--- src/rtl/register_pipe_pkg.sv ---
// ----------------------------------------------------------------------------
// register_pipe_pkg: shared types and sizing helper for the elastic pipe.
// Rev 1.0
// ----------------------------------------------------------------------------
`default_nettype none

package register_pipe_pkg;

    typedef enum logic [1:0] {
        EMPTY = 2'd0,
        ONE   = 2'd1,
        FULL  = 2'd2
    } stage_state_e;

    // Floors at 1 bit so the DEPTH=0 build still has a legal o_count port.
    function automatic int count_width(input int depth);
        int w;
        w = $clog2(2 * depth + 1);
        return (w < 1) ? 1 : w;
    endfunction

endpackage

`default_nettype wire

--- src/rtl/register_pipe_stage.sv ---
// ----------------------------------------------------------------------------
// register_pipe_stage: one two-entry skid stage (main M + skid S), registered
// handshake. Optional REGISTER_PIPE_FLUSH_EN adds flush_i. Rev 1.0
// ----------------------------------------------------------------------------
`default_nettype none

module register_pipe_stage
    import register_pipe_pkg::*;
#(
    parameter int                    WORD_WIDTH  = 32,
    parameter logic [WORD_WIDTH-1:0] RESET_VALUE = '0
) (
    input  logic                  clk,
    input  logic                  reset_n,
    input  logic                  clk_en,
`ifdef REGISTER_PIPE_FLUSH_EN
    input  logic                  flush_i,
`endif
    input  logic                  in_valid_i,
    output logic                  in_ready_o,
    input  logic [WORD_WIDTH-1:0] in_data_i,
    output logic                  out_valid_o,
    input  logic                  out_ready_i,
    output logic [WORD_WIDTH-1:0] out_data_o
);

    stage_state_e          state_q, state_d;
    logic [WORD_WIDTH-1:0] m_q, m_d;
    logic [WORD_WIDTH-1:0] s_q, s_d;
    logic                  live_q;
    logic                  w_flush;
    logic                  w_push;
    logic                  w_pop;

`ifdef REGISTER_PIPE_FLUSH_EN
    assign w_flush = flush_i;
`else
    assign w_flush = 1'b0;
`endif

    // Holds ready low while in reset and until the first edge after release.
    always_ff @(posedge clk or negedge reset_n) begin
        if (!reset_n) live_q <= 1'b0;
        else          live_q <= 1'b1;
    end

    assign in_ready_o  = live_q && clk_en && (state_q != FULL) && !w_flush;
    assign out_valid_o = clk_en && (state_q != EMPTY);
    assign out_data_o  = m_q;

    assign w_push = in_valid_i && in_ready_o;
    assign w_pop  = out_valid_o && out_ready_i;

    always_comb begin
        state_d = state_q;
        m_d     = m_q;
        s_d     = s_q;
        if (w_flush) begin
            state_d = EMPTY;
        end else begin
            case (state_q)
                EMPTY: begin
                    if (w_push) begin
                        m_d     = in_data_i;
                        state_d = ONE;
                    end
                end
                ONE: begin
                    if (w_push && w_pop) begin
                        m_d = in_data_i;
                    end else if (w_push) begin
                        s_d     = in_data_i;
                        state_d = FULL;
                    end else if (w_pop) begin
                        state_d = EMPTY;
                    end
                end
                FULL: begin
                    if (w_pop) begin
                        m_d     = s_q;
                        state_d = ONE;
                    end
                end
                default: state_d = EMPTY;
            endcase
        end
    end

    always_ff @(posedge clk or negedge reset_n) begin
        if (!reset_n) begin
            state_q <= EMPTY;
            m_q     <= RESET_VALUE;
            s_q     <= RESET_VALUE;
        end else if (clk_en) begin
            state_q <= state_d;
            m_q     <= m_d;
            s_q     <= s_d;
        end
    end

endmodule

`default_nettype wire

--- src/rtl/register_pipe.sv ---
// ----------------------------------------------------------------------------
// register_pipe: DEPTH cascaded skid stages with occupancy counter; DEPTH=0 is
// a passthrough. Optional REGISTER_PIPE_FLUSH_EN adds i_flush. Rev 1.0
// ----------------------------------------------------------------------------
`default_nettype none

module register_pipe
    import register_pipe_pkg::*;
#(
    parameter int                    WORD_WIDTH  = 32,
    parameter int                    DEPTH       = 2,
    parameter logic [WORD_WIDTH-1:0] RESET_VALUE = '0
) (
    input  logic                          clk,
    input  logic                          reset_n,
    input  logic                          clk_en,
`ifdef REGISTER_PIPE_FLUSH_EN
    input  logic                          i_flush,
`endif
    input  logic                          i_valid,
    output logic                          o_ready,
    input  logic [WORD_WIDTH-1:0]         i_data,
    output logic                          o_valid,
    input  logic                          i_ready,
    output logic [WORD_WIDTH-1:0]         o_data,
    output logic [count_width(DEPTH)-1:0] o_count
);

    localparam int CW = count_width(DEPTH);

    generate
        if (DEPTH == 0) begin : g_bypass
`ifdef REGISTER_PIPE_FLUSH_EN
            assign o_ready = i_ready && clk_en && !i_flush;
`else
            assign o_ready = i_ready && clk_en;
`endif
            assign o_valid = i_valid && clk_en;
            assign o_data  = i_data;
            assign o_count = '0;
        end else begin : g_pipe
            logic                  w_valid [0:DEPTH];
            logic                  w_ready [0:DEPTH];
            logic [WORD_WIDTH-1:0] w_data  [0:DEPTH];
            logic [CW-1:0]         count_q, count_d;
            logic                  w_flush;

`ifdef REGISTER_PIPE_FLUSH_EN
            assign w_flush = i_flush;
`else
            assign w_flush = 1'b0;
`endif

            assign w_valid[0]     = i_valid;
            assign w_data[0]      = i_data;
            assign o_ready        = w_ready[0];
            assign o_valid        = w_valid[DEPTH];
            assign o_data         = w_data[DEPTH];
            assign w_ready[DEPTH] = i_ready;

            for (genvar k = 0; k < DEPTH; k++) begin : g_stage
                register_pipe_stage #(
                    .WORD_WIDTH  (WORD_WIDTH),
                    .RESET_VALUE (RESET_VALUE)
                ) u_stage (
                    .clk         (clk),
                    .reset_n     (reset_n),
                    .clk_en      (clk_en),
`ifdef REGISTER_PIPE_FLUSH_EN
                    .flush_i     (i_flush),
`endif
                    .in_valid_i  (w_valid[k]),
                    .in_ready_o  (w_ready[k]),
                    .in_data_i   (w_data[k]),
                    .out_valid_o (w_valid[k+1]),
                    .out_ready_i (w_ready[k+1]),
                    .out_data_o  (w_data[k+1])
                );
            end

            always_comb begin
                count_d = count_q;
                if (w_flush) begin
                    count_d = '0;
                end else begin
                    count_d = count_q + CW'(i_valid && o_ready) - CW'(o_valid && i_ready);
                end
            end

            always_ff @(posedge clk or negedge reset_n) begin
                if (!reset_n)    count_q <= '0;
                else if (clk_en) count_q <= count_d;
            end

            assign o_count = count_q;
        end
    endgenerate

endmodule

`default_nettype wire

--- config.mk ---
export PLATFORM = sky130hd
export DESIGN_NAME = register_pipe
export DESIGN_NICKNAME = d
export VERILOG_FILES = /design/src/rtl/register_pipe_pkg.sv /design/src/rtl/register_pipe_stage.sv /design/src/rtl/register_pipe.sv
export SDC_FILE = /design/constraint.sdc
export NUM_CORES = 1
export LEC_CHECK = 0
export BUFFER_PORTS_ARGS = -buffer_cell sky130_fd_sc_hd__buf_2
export CAP_MARGIN = 10
export CORE_MARGIN = 8
export CORE_UTILIZATION = 45
export DETAILED_ROUTE_END_ITERATION = 6
export PLACE_DENSITY = 0.68
export SYNTH_ARGS = -nofsm -noshare
export SYNTH_HDL_FRONTEND = slang
export SYNTH_HIERARCHICAL = 1
export SYNTH_SLANG_ARGS = --single-unit
export TNS_END_PERCENT = 30
--- constraint.sdc ---
create_clock -name clk -period 2.7 [get_ports clk]
set_input_delay 0.27 -clock clk [delete_from_list [all_inputs] [get_ports clk]]
set_output_delay 0.27 -clock clk [all_outputs]
set_load 0.01 [all_outputs]
# [Yosys cells after proc, flatten, opt, wreduce, memory -nomap -nowiden]
# Index checks and enable logic that the tools add are counted.
[totals] output_inout_bits=37 in_bits=37 register_bits=136 word_cells=69
[op_classes] add_sub_neg=2 n_eq_ne=16 mux=19 reduce_logical=22 n_bitwise=2
[ops] cell="2-to-1 mux 32 bit" count=6
[ops] cell="case mux 32 bit (3 select lines)" count=2
[ops] cell="AND reduction 5 bit" count=4
[ops] cell="2-to-1 mux 2 bit" count=9
[ops] cell="case mux 2 bit (3 select lines)" count=2
[ops] cell="logical AND 1 bit" count=10
[ops] cell="inequality test 2 x 1 -> 1 bit, second input constant" count=5
[ops] cell="inequality test 2 bit, second input constant" count=5
[ops] cell="AND reduction 4 bit" count=2
[ops] cell="nonzero test 3 bit" count=2
[ops] cell="== test 2 x 1 -> 1 bit, second input constant" count=2
[ops] cell="== test 2 bit, second input constant" count=2
[ops] cell="zero test 2 bit" count=2
[ops] cell="nonzero test 2 bit" count=2
[ops] cell="adder 3 x 1 -> 3 bit" count=1
[ops] cell="inequality test 3 x 1 -> 1 bit, second input constant" count=1
[ops] cell="inequality test 3 x 2 -> 1 bit, second input constant" count=1
[ops] cell="subtractor 3 x 1 -> 3 bit" count=1
[ops] cell="inverter 1 bit" count=2

# [Logic depth before layout (Yosys ltp)]
# Gate-level depths: netlist of run 1.
[depth] word_depth=7 mapped_depth=13 mapped_depth_nobuf=11

# [Hierarchy]
# The synthesis of run 1 kept the hierarchy.
[modules_own_cells] module="register_pipe_stage" n_inst=2 cells_each=192 area_per_inst_um2=3093.0 seq_area_each_um2=1676.6
[modules_own_cells] module="register_pipe" n_inst=1 cells_each=16 area_per_inst_um2=178.9 seq_area_each_um2=75.1

# [Least setup slack after synthesis of run 1]
# Ideal clock, no wire load.
[synth_path] path_type="register to register" startpoint="register g_pipe.g_stage[0].u_stage.state_q[1]" endpoint="register g_pipe.count_q[2], in the netlist o_count[2]" arrival_time_ps=2375 setup_time_ps=124 n_path_buf=2 synth_period_minus_slack_ps=2500 stages_incl_launch_ff=14 required_time_ps=2576 path_slack_ps=200 cell_sequence="dfrtp_1 nor2b_1 buf_2 buf_1 nor2_1 nand2_1 ha_1 inv_1 ha_1 inv_1 fa_1 xor2_1 nand2_1 xnor2_1"
[synth_between] elab_chain_cells=5
[synth_rtl] item="start, declared" line_no="register_pipe_stage.sv:27" text="stage_state_e state_q, state_d;"
[synth_rtl] item="start signal, assigned" line_no="register_pipe_stage.sv:95" text="state_q <= state_d;"
[synth_rtl] item="inequality test 2 bit" line_no="register_pipe_stage.sv:47" text="assign in_ready_o = live_q && clk_en && (state_q != FULL) && !w_flush;"
[synth_rtl] item="logical AND 1 bit" line_no="register_pipe_stage.sv:47"
[synth_rtl] item="via o_ready" line_no="register_pipe.sv:21" text="output logic o_ready,"
[synth_rtl] item="logical AND 1 bit" line_no="register_pipe.sv:86" text="count_d = count_q + CW'(i_valid && o_ready) - CW'(o_valid && i_ready);"
[synth_rtl] item="adder 3 x 1 -> 3 bit" line_no="register_pipe.sv:86"
[synth_rtl] item="subtractor 3 x 1 -> 3 bit" line_no="register_pipe.sv:86"
[synth_rtl] item="end signal, assigned" line_no="register_pipe.sv:92" text="else if (clk_en) count_q <= count_d;"
[synth_rtl] item="end, declared" line_no="register_pipe.sv:45" text="logic [CW-1:0] count_q, count_d;"
# The timed path passes the listed nets, and every way through them passes these cells.
# A chain may end at the register's enable or synchronous reset.

# [Worst setup path after layout of run 1]
[layout_path] startpoint="register g_pipe.g_stage[1].u_stage.state_q[0]" endpoint="register g_pipe.count_q[2], in the netlist o_count[2]"
[layout_between] elab_chain_cells=4
[layout_rtl] item="start, declared" line_no="register_pipe_stage.sv:27"
[layout_rtl] item="start signal, assigned" line_no="register_pipe_stage.sv:95"
[layout_rtl] item="nonzero test 2 bit" line_no="register_pipe_stage.sv:48" text="assign out_valid_o = clk_en && (state_q != EMPTY);"
[layout_rtl] item="logical AND 1 bit" line_no="register_pipe_stage.sv:48"
[layout_rtl] item="logical AND 1 bit" line_no="register_pipe.sv:86"
[layout_rtl] item="subtractor 3 x 1 -> 3 bit" line_no="register_pipe.sv:86"
# Every way passes these cells.

==> out/results.tsv, run 1 <==
metric	value	unit
status	finished clean	
TritonRoute pass-1 iters	4	
Final Skew	0.00764	ns
max-slew violations	0	
Antenna Nets Post-Route	0	
total CTS buffers	17	
crit-path max cell delay	0.46	ns
vias in the first global route	3921	
die width	135	um
# rows	43	
Post-DP Area	0.00684	sq mm
TritonCTS clock tree	yes	
Synth Net Count	440	
Syn Area/Cell	15.9	sq um
share of synthesized flip-flops with an asynchronous set or reset	100	%
critical path required time	2.99	ns
worst-path cell with the longest stage delay	dfrtp_1	
final setup fails	0	
P_int	0.00608	W
DP HPWL	7880	um
Final Critical Period	2.23	ns
share of layout cells above drive strength 1	52.1	%
Cells after Synth	400	
largest net degree at the start of global routing	59	
initial antenna violation count	0	
final wirelength	12400	um
Hold Crit Depth	2	
RSZ-0062 raised after global routing	false	
maxcap violations	0	
via count	3420	
clock slew at reported path FFs	0.06	ns
Initial Util	46.0	%
Final GP Congestion	0.716	
Clock Latency Late Sink	0.41	ns
final instance area	0.00746	sq mm
Hold Path Class	in2reg	
sw frac	28.2	%
root buffer cell	clkbuf_16	
critical path cell sequence	o21a_1 -> and2_1 -> ha_1 -> inv_1 -> ha_1 -> inv_1 -> fa_1 -> xor2_1 -> nand2_1 -> xnor2_1	
CP arrival	2.52	ns
Post-synth top cells	dfrtp_1, mux2_2, mux2_4	
area of the core	0.0138	sq mm
worst reg2reg path endpoint	o_count[2]	
Register-to-Register Path Depth	10	
ANT cells	0	
P_sw	0.00238	W
first-pass GRT wire length	21100	um
Worst Slack Setup Final	0.471	ns
Max IR drop VDD	613	uV
Seq pwr share	40.8	%
top cell type's share of synthesized area	53.9	%
HP Start	i_data[15]	
Final Hold Fails	0	
overflow left after global routing	0	
hold worst-path end	g_pipe.g_stage[0].u_stage/s_q[15]	
die span in y	135	um
Cell Area, Synth	0.00636	sq mm
most common cell in the netlist	dfrtp_1	
Seq cells post-synth	137	
EDFF count, synth	0	
yosys synthesis warning count	6	
fmax	449	MHz
full die area	0.0182	sq mm
element type at the critical path start	flip-flop	
Top Ports	74	
Cell Pwr Density	1130	mW/mm^2
Clock Sinks	137	
worst slew pin tran	0.717	ns
Fin Setup TNS	0	ns
Yosys top cell by area	dfrtp_1	
Logic pwr share	30.7	%
Clk pwr share	28.5	%
Syn-to-layout area delta	17.3	%
gr usage total	14.7	%
PortBufs	73	
Main synth FF type	dfrtp_1	
critical setup path kind	reg2reg	
synth top area cells	dfrtp_1, mux2_4, mux2_2, mux2_1, buf_12	
via/cell ratio	5.10	
Slew headroom	52.2	%
DRT iter0 DRCs	140	
fin util	54.0	%
fin crit share	82.6	%
Leak	3.77	nW
R2R Path Start	g_pipe.g_stage[1].u_stage/state_q[0]	
worst-path maximum fanout	6	
wire per inst	18.5	um
pre-CTS setup slack	0.473	ns
Seq/Total Area, Yosys	53.9	%
Layout Nets	518	
Cell variety after synth	30	
DRC	0	
CTS resizes	0	
H-tree levels	4	
Longest Clk Path Bufs	2	
worst reg-to-reg setup slack	0.47	ns
CP endpoint kind	flip-flop	
placed cells by master, fill, tap and decap left out, types with 2 or more instances in the layout:
cell | netlist | routed
buf_2 | 14 | 72
clkbuf_8 | 0 | 5
a31oi_1 | 2 | 2
mux2_1 | 58 | 58
o22ai_1 | 2 | 2
nor2b_4 | 0 | 2
nand2_1 | 6 | 6
o21a_1 | 2 | 2
mux2_4 | 60 | 60
clkbuf_1 | 0 | 3
and3b_1 | 2 | 2
conb_1 | 2 | 2
buf_4 | 0 | 8
nand2b_1 | 2 | 2
dfrtp_1 | 137 | 137
nor2_1 | 3 | 3
clkinv_2 | 0 | 3
or4_4 | 2 | 2
mux2_2 | 75 | 75
and2_2 | 2 | 2
a32o_2 | 2 | 2
nand2_2 | 2 | 2
ha_1 | 2 | 2
inv_1 | 4 | 4
bufinv_16 | 0 | 3
a21o_1 | 2 | 2
a211o_1 | 2 | 2
clkbuf_16 | 0 | 17
critical path: cells and delay by family, from the launching register on:
family,cells,cell delay (ns)
AND/OR/NAND/NOR,2,0.25
buffers and inverters,2,0.11
AO/OA/AOI/OAI,1,0.24
adder cells (fa/ha/maj),3,0.78
XOR/XNOR,2,0.27
flip-flops,1,0.46
cell type report:
type                            count  area, sq um
Clock buffer                       25          505
Clock inverter                      7          113
Fill cell                        1118         6360
Inverter                            4         15.0
Multi-Input combinational cell    235         2720
Sequential cell                   137         3430
Tap cell                          180          225
Timing Repair Buffer               83          462
metal layers:
metal,GRT usage [%],up-vias,wire length [um]
met5,0,-,0
met4,4.75,0,117
met3,5.13,8,545
met2,22.4,58,5890
met1,19.3,1777,5840
li1,-,1577,-
worst max path at each step:
| stage | from | endpoint | slack [ns] |
|---|---|---|---|
| after floorplan | g_pipe.g_stage[0].u_stage/state_q[1] | o_count[2] | 0.20 |
| after global placement | clk_en | o_count[2] | 0.57 |
| after detailed placement | g_pipe.g_stage[1].u_stage/state_q[0] | o_count[2] | 0.47 |
| after CTS | g_pipe.g_stage[1].u_stage/state_q[0] | o_count[2] | 0.47 |
| after global routing | g_pipe.g_stage[1].u_stage/state_q[0] | o_count[2] | 0.36 |
| final | g_pipe.g_stage[1].u_stage/state_q[0] | o_count[2] | 0.47 |
through the flow:
step / hold WS [ns] / power, W / cells
floorplan: -0.0256 / 0.00528 / 400
global placement: 0.257 / 0.00598 / 638
detailed placement: 0.268 / 0.00611 / 638
CTS: 0.0782 / 0.00858 / 671
global route: 0.0801 / 0.00897 / 671
finish: 0.101 / 0.00846 / 671
power groups by stage:
stage / Sequential [W] / Combinational, W / Clock [W]
after floorplan: 0.00343 / 0.00185 / 0
after global placement: 0.00341 / 0.00257 / 0
after detailed placement: 0.00348 / 0.00263 / 0
after CTS: 0.00346 / 0.00266 / 0.00246
after global routing: 0.00357 / 0.00284 / 0.00256
final: 0.00345 / 0.00260 / 0.00241
cell families (layout without fill, tap and decap cells):
group           count (synthesis)  count (layout)  share of synthesized area (%)
compound gates                 13              13                           1.57
xor+xnor                        2               2                          0.275
fa+ha+maj                       3               3                          0.708
buf+inv                        28             119                           3.70
flops                         137             137                           53.9
mux                           193             193                           37.7
other cells                     2               2                          0.118
simple gates                   22              22                           2.08
state kept, by name, summed over array words and instances, names as in the netlist:
signal and count:
g_pipe.g_stage.u_stage/s_q 64, o_count 3, g_pipe.g_stage.u_stage/live_q 2, g_pipe.g_stage.u_stage/out_data_o 64, g_pipe.g_stage.u_stage/state_q 4
timing repair:
item                      CTS  global route
hold endpoints to repair   53             0
buffers inserted            0             0
hold buffers                1             0
No activity file was read; power rests on OpenSTA's default activity.
==> run 2: changes to the inputs <==
PLACE_DENSITY = 0.71   (was 0.68)
clock period = 1.8 ns   (was 2.7 ns; I/O delays follow)
==> run 2 against run 1 <==
Net effect:
- the flow now finishes with violations (negative setup slack)
- register-to-register slack got worse by 0.74 ns
- worst setup slack got worse by 0.74 ns
- die area unchanged
- sequential share of layout area decreased by 3.9 points
- count of clock-buffer cells in the layout unchanged
- fmax increased by 7.8%
- critical path depth decreased by 3
- power increased by 58%
- combinational power increased by 92%
- sequential power increased by 50%
- cell area increased by 9.3%
==> out/results.tsv, run 2 (synthesized netlist as in run 1, its figures left out) <==
metric	value	unit	change
Worst Slack Setup Final	-0.269	ns	-0.739 ns
CP arrival	2.37	ns	-0.15 ns
fmax	483	MHz	+7.8%
wire per inst	19.8	um	+7.1%
register area	0.00343	sq mm	unchanged
final setup fails	131		+131
DP HPWL	8060	um	+2.3%
full die area	0.0182	sq mm	unchanged
hold worst-path end	g_pipe.g_stage[0].u_stage/s_q[12]		
via/cell ratio	5.19		+1.7%
CP endpoint kind	flip-flop		
element type at the critical path start	flip-flop		
PortBufs	73		unchanged
status	complete, but fails checks		
gr usage total	15.2	%	+0.47 points
HP Start	i_data[12]		
fin crit share	115	%	+32 points
overflow left after global routing	0		unchanged
Fillers	1058		-5.4%
H-tree levels	4		unchanged
Final Critical Period	2.07	ns	-0.161 ns
vias in the first global route	4121		+5.1%
Final Hold Fails	0		unchanged
root buffer cell	clkbuf_16		
Antenna Nets Post-Route	0		unchanged
DRT iter0 DRCs	170		+21%
Power Total	0.0134	W	+58%
Final Skew	0.00756	ns	-0.0000791 ns
Syn-to-layout area delta	28.1	%	
Top Ports	74		unchanged
Max IR drop VDD	850	uV	+39%
most frequent cells in the layout	dfrtp_1, mux2_4, mux2_2, buf_2, clkbuf_16		
via count	3666		+7.2%
Register-to-Register Path Depth	7		-3
critical setup path kind	reg2reg		
Non-Filler Instances	707		+5.4%
worst-path maximum fanout	14		+8
final wirelength	14000	um	+13%
violated checks	negative setup slack		
Leak	4.11	nW	+8.9%
maxcap violations	0		unchanged
RSZ-0062 raised after global routing	true		
R2R Path Start	g_pipe.g_stage[1].u_stage/state_q[1]		
Initial Util	46.0	%	unchanged
Clock Latency Late Sink	0.42	ns	about the same
first-pass GRT wire length	21700	um	+2.8%
die span in y	135	um	unchanged
total CTS buffers	17		unchanged
TritonRoute pass-1 iters	4		unchanged
largest net degree at the start of global routing	53		-10%
Cell Pwr Density	1640	mW/mm^2	+45%
most common cell after layout, fill and taps aside	dfrtp_1		
max-slew violations	0		unchanged
TritonCTS clock tree	yes		
share of layout cells above drive strength 1	63.6	%	+11 points
area of the multi-input gates	0.00294	sq mm	+8.1%
critical path required time	2.10	ns	-0.89 ns
# rows	43		unchanged
area of the core	0.0138	sq mm	unchanged
Final GP Congestion	0.775		+8.3%
worst reg-to-reg setup slack	-0.27	ns	-0.74 ns
cell count after placement	655		+2.7%
die width	135	um	unchanged
Layout Nets	558		+7.7%
Longest Clk Path Bufs	2		unchanged
Slew headroom	65.1	%	+13 points
Hold Path Class	in2reg		
worst reg2reg path endpoint	g_pipe.g_stage[0].u_stage/s_q[30]		
initial antenna violation count	0		unchanged
ANT cells	0		unchanged
Clock Sinks	137		unchanged
worst slew pin tran	0.524	ns	-0.193 ns
Hold Crit Depth	2		unchanged
clock slew at reported path FFs	0.06	ns	about the same
DRC	0		unchanged
[run 2: changes by cell type in the layout (fill, tap and decap cells not counted), sizes merged]
cell and delta:
buf +26, dlygate4sd3 +10, clkbuf +4, bufinv -2, clkinv -1, clkinvlp -1
[run 2: power breakdown]
group | leakage (nW) | switching (W) | internal [W]
Sequential | 1.76 | 0.000791 | 0.00438
Clock | 0.271 | 0.00120 | 0.00205
Combinational | 2.07 | 0.00180 | 0.00318
[run 2: final cells by class]
class	instances	area share, %
repair buffers	123	12.3
multi-input cells	235	36.0
clock buffers	25	6.20
well taps	180	2.76
inverters	4	0.184
flip-flops and latches	137	42.0
clock inverters	3	0.491
[run 2: metal layers]
metal / global-route usage (%) / share of wire (%)
met2: 24.1 / 49
met3: 4.31 / 3.7
met1: 19.3 / 46
met4: 5.74 / 1.3
met5: 0 / 0
[run 2: critical path, cell delays in order, from the launching register on]
cell,delay [ns]
dfrtp_1,0.35
buf_4,0.14
nor2b_4,0.18
buf_6,0.12
nor2_4,0.04
or4_4,0.59
buf_12,0.21
mux2_4,0.30
[run 2: worst max-delay path by stage]
stage                                                    start                                 to  slack [ns]  cells past startpoint
after CTS                 g_pipe.g_stage[1].u_stage/state_q[0]                         o_count[2]       -0.21                     10
after detailed placement  g_pipe.g_stage[1].u_stage/state_q[0]                         o_count[2]       -0.19                     10
final                     g_pipe.g_stage[1].u_stage/state_q[1]  g_pipe.g_stage[0].u_stage/s_q[30]       -0.27                      7
after floorplan           g_pipe.g_stage[0].u_stage/state_q[1]                         o_count[2]       -0.41                     13
after global placement    g_pipe.g_stage[1].u_stage/state_q[0]                         o_count[2]       -0.17                     10
after global routing      g_pipe.g_stage[1].u_stage/state_q[1]                         o_count[2]       -0.34                     10
[run 2: timing repair]
action,CTS,global route
hold buffers,11,0
endpoints found under the hold margin,58,0
cloned,0,6
endpoints found under the setup margin,129,130
resized for setup,24,44
pin swaps,3,9
buffers inserted,4,3
[run 2: stage by stage]
step | setup slack [ns] | util [%] | TNS, ns | hold slack [ns] | cell area [sq um]
6_report | -0.269 | 59.0 | -19.90 | 0.0127 | 8160
5_1_grt | -0.339 | 59.0 | -27.14 | 0.0000405 | 8160
4_1_cts | -0.208 | 56.7 | -3.47 | 0.000293 | 7850
3_5_place_dp | -0.186 | 51.1 | -8.34 | 0.167 | 7070
3_3_place_gp | -0.168 | 51.1 | -5.84 | 0.166 | 7070
2_1_floorplan | -0.412 | - | -10.47 | -0.116 | 6400
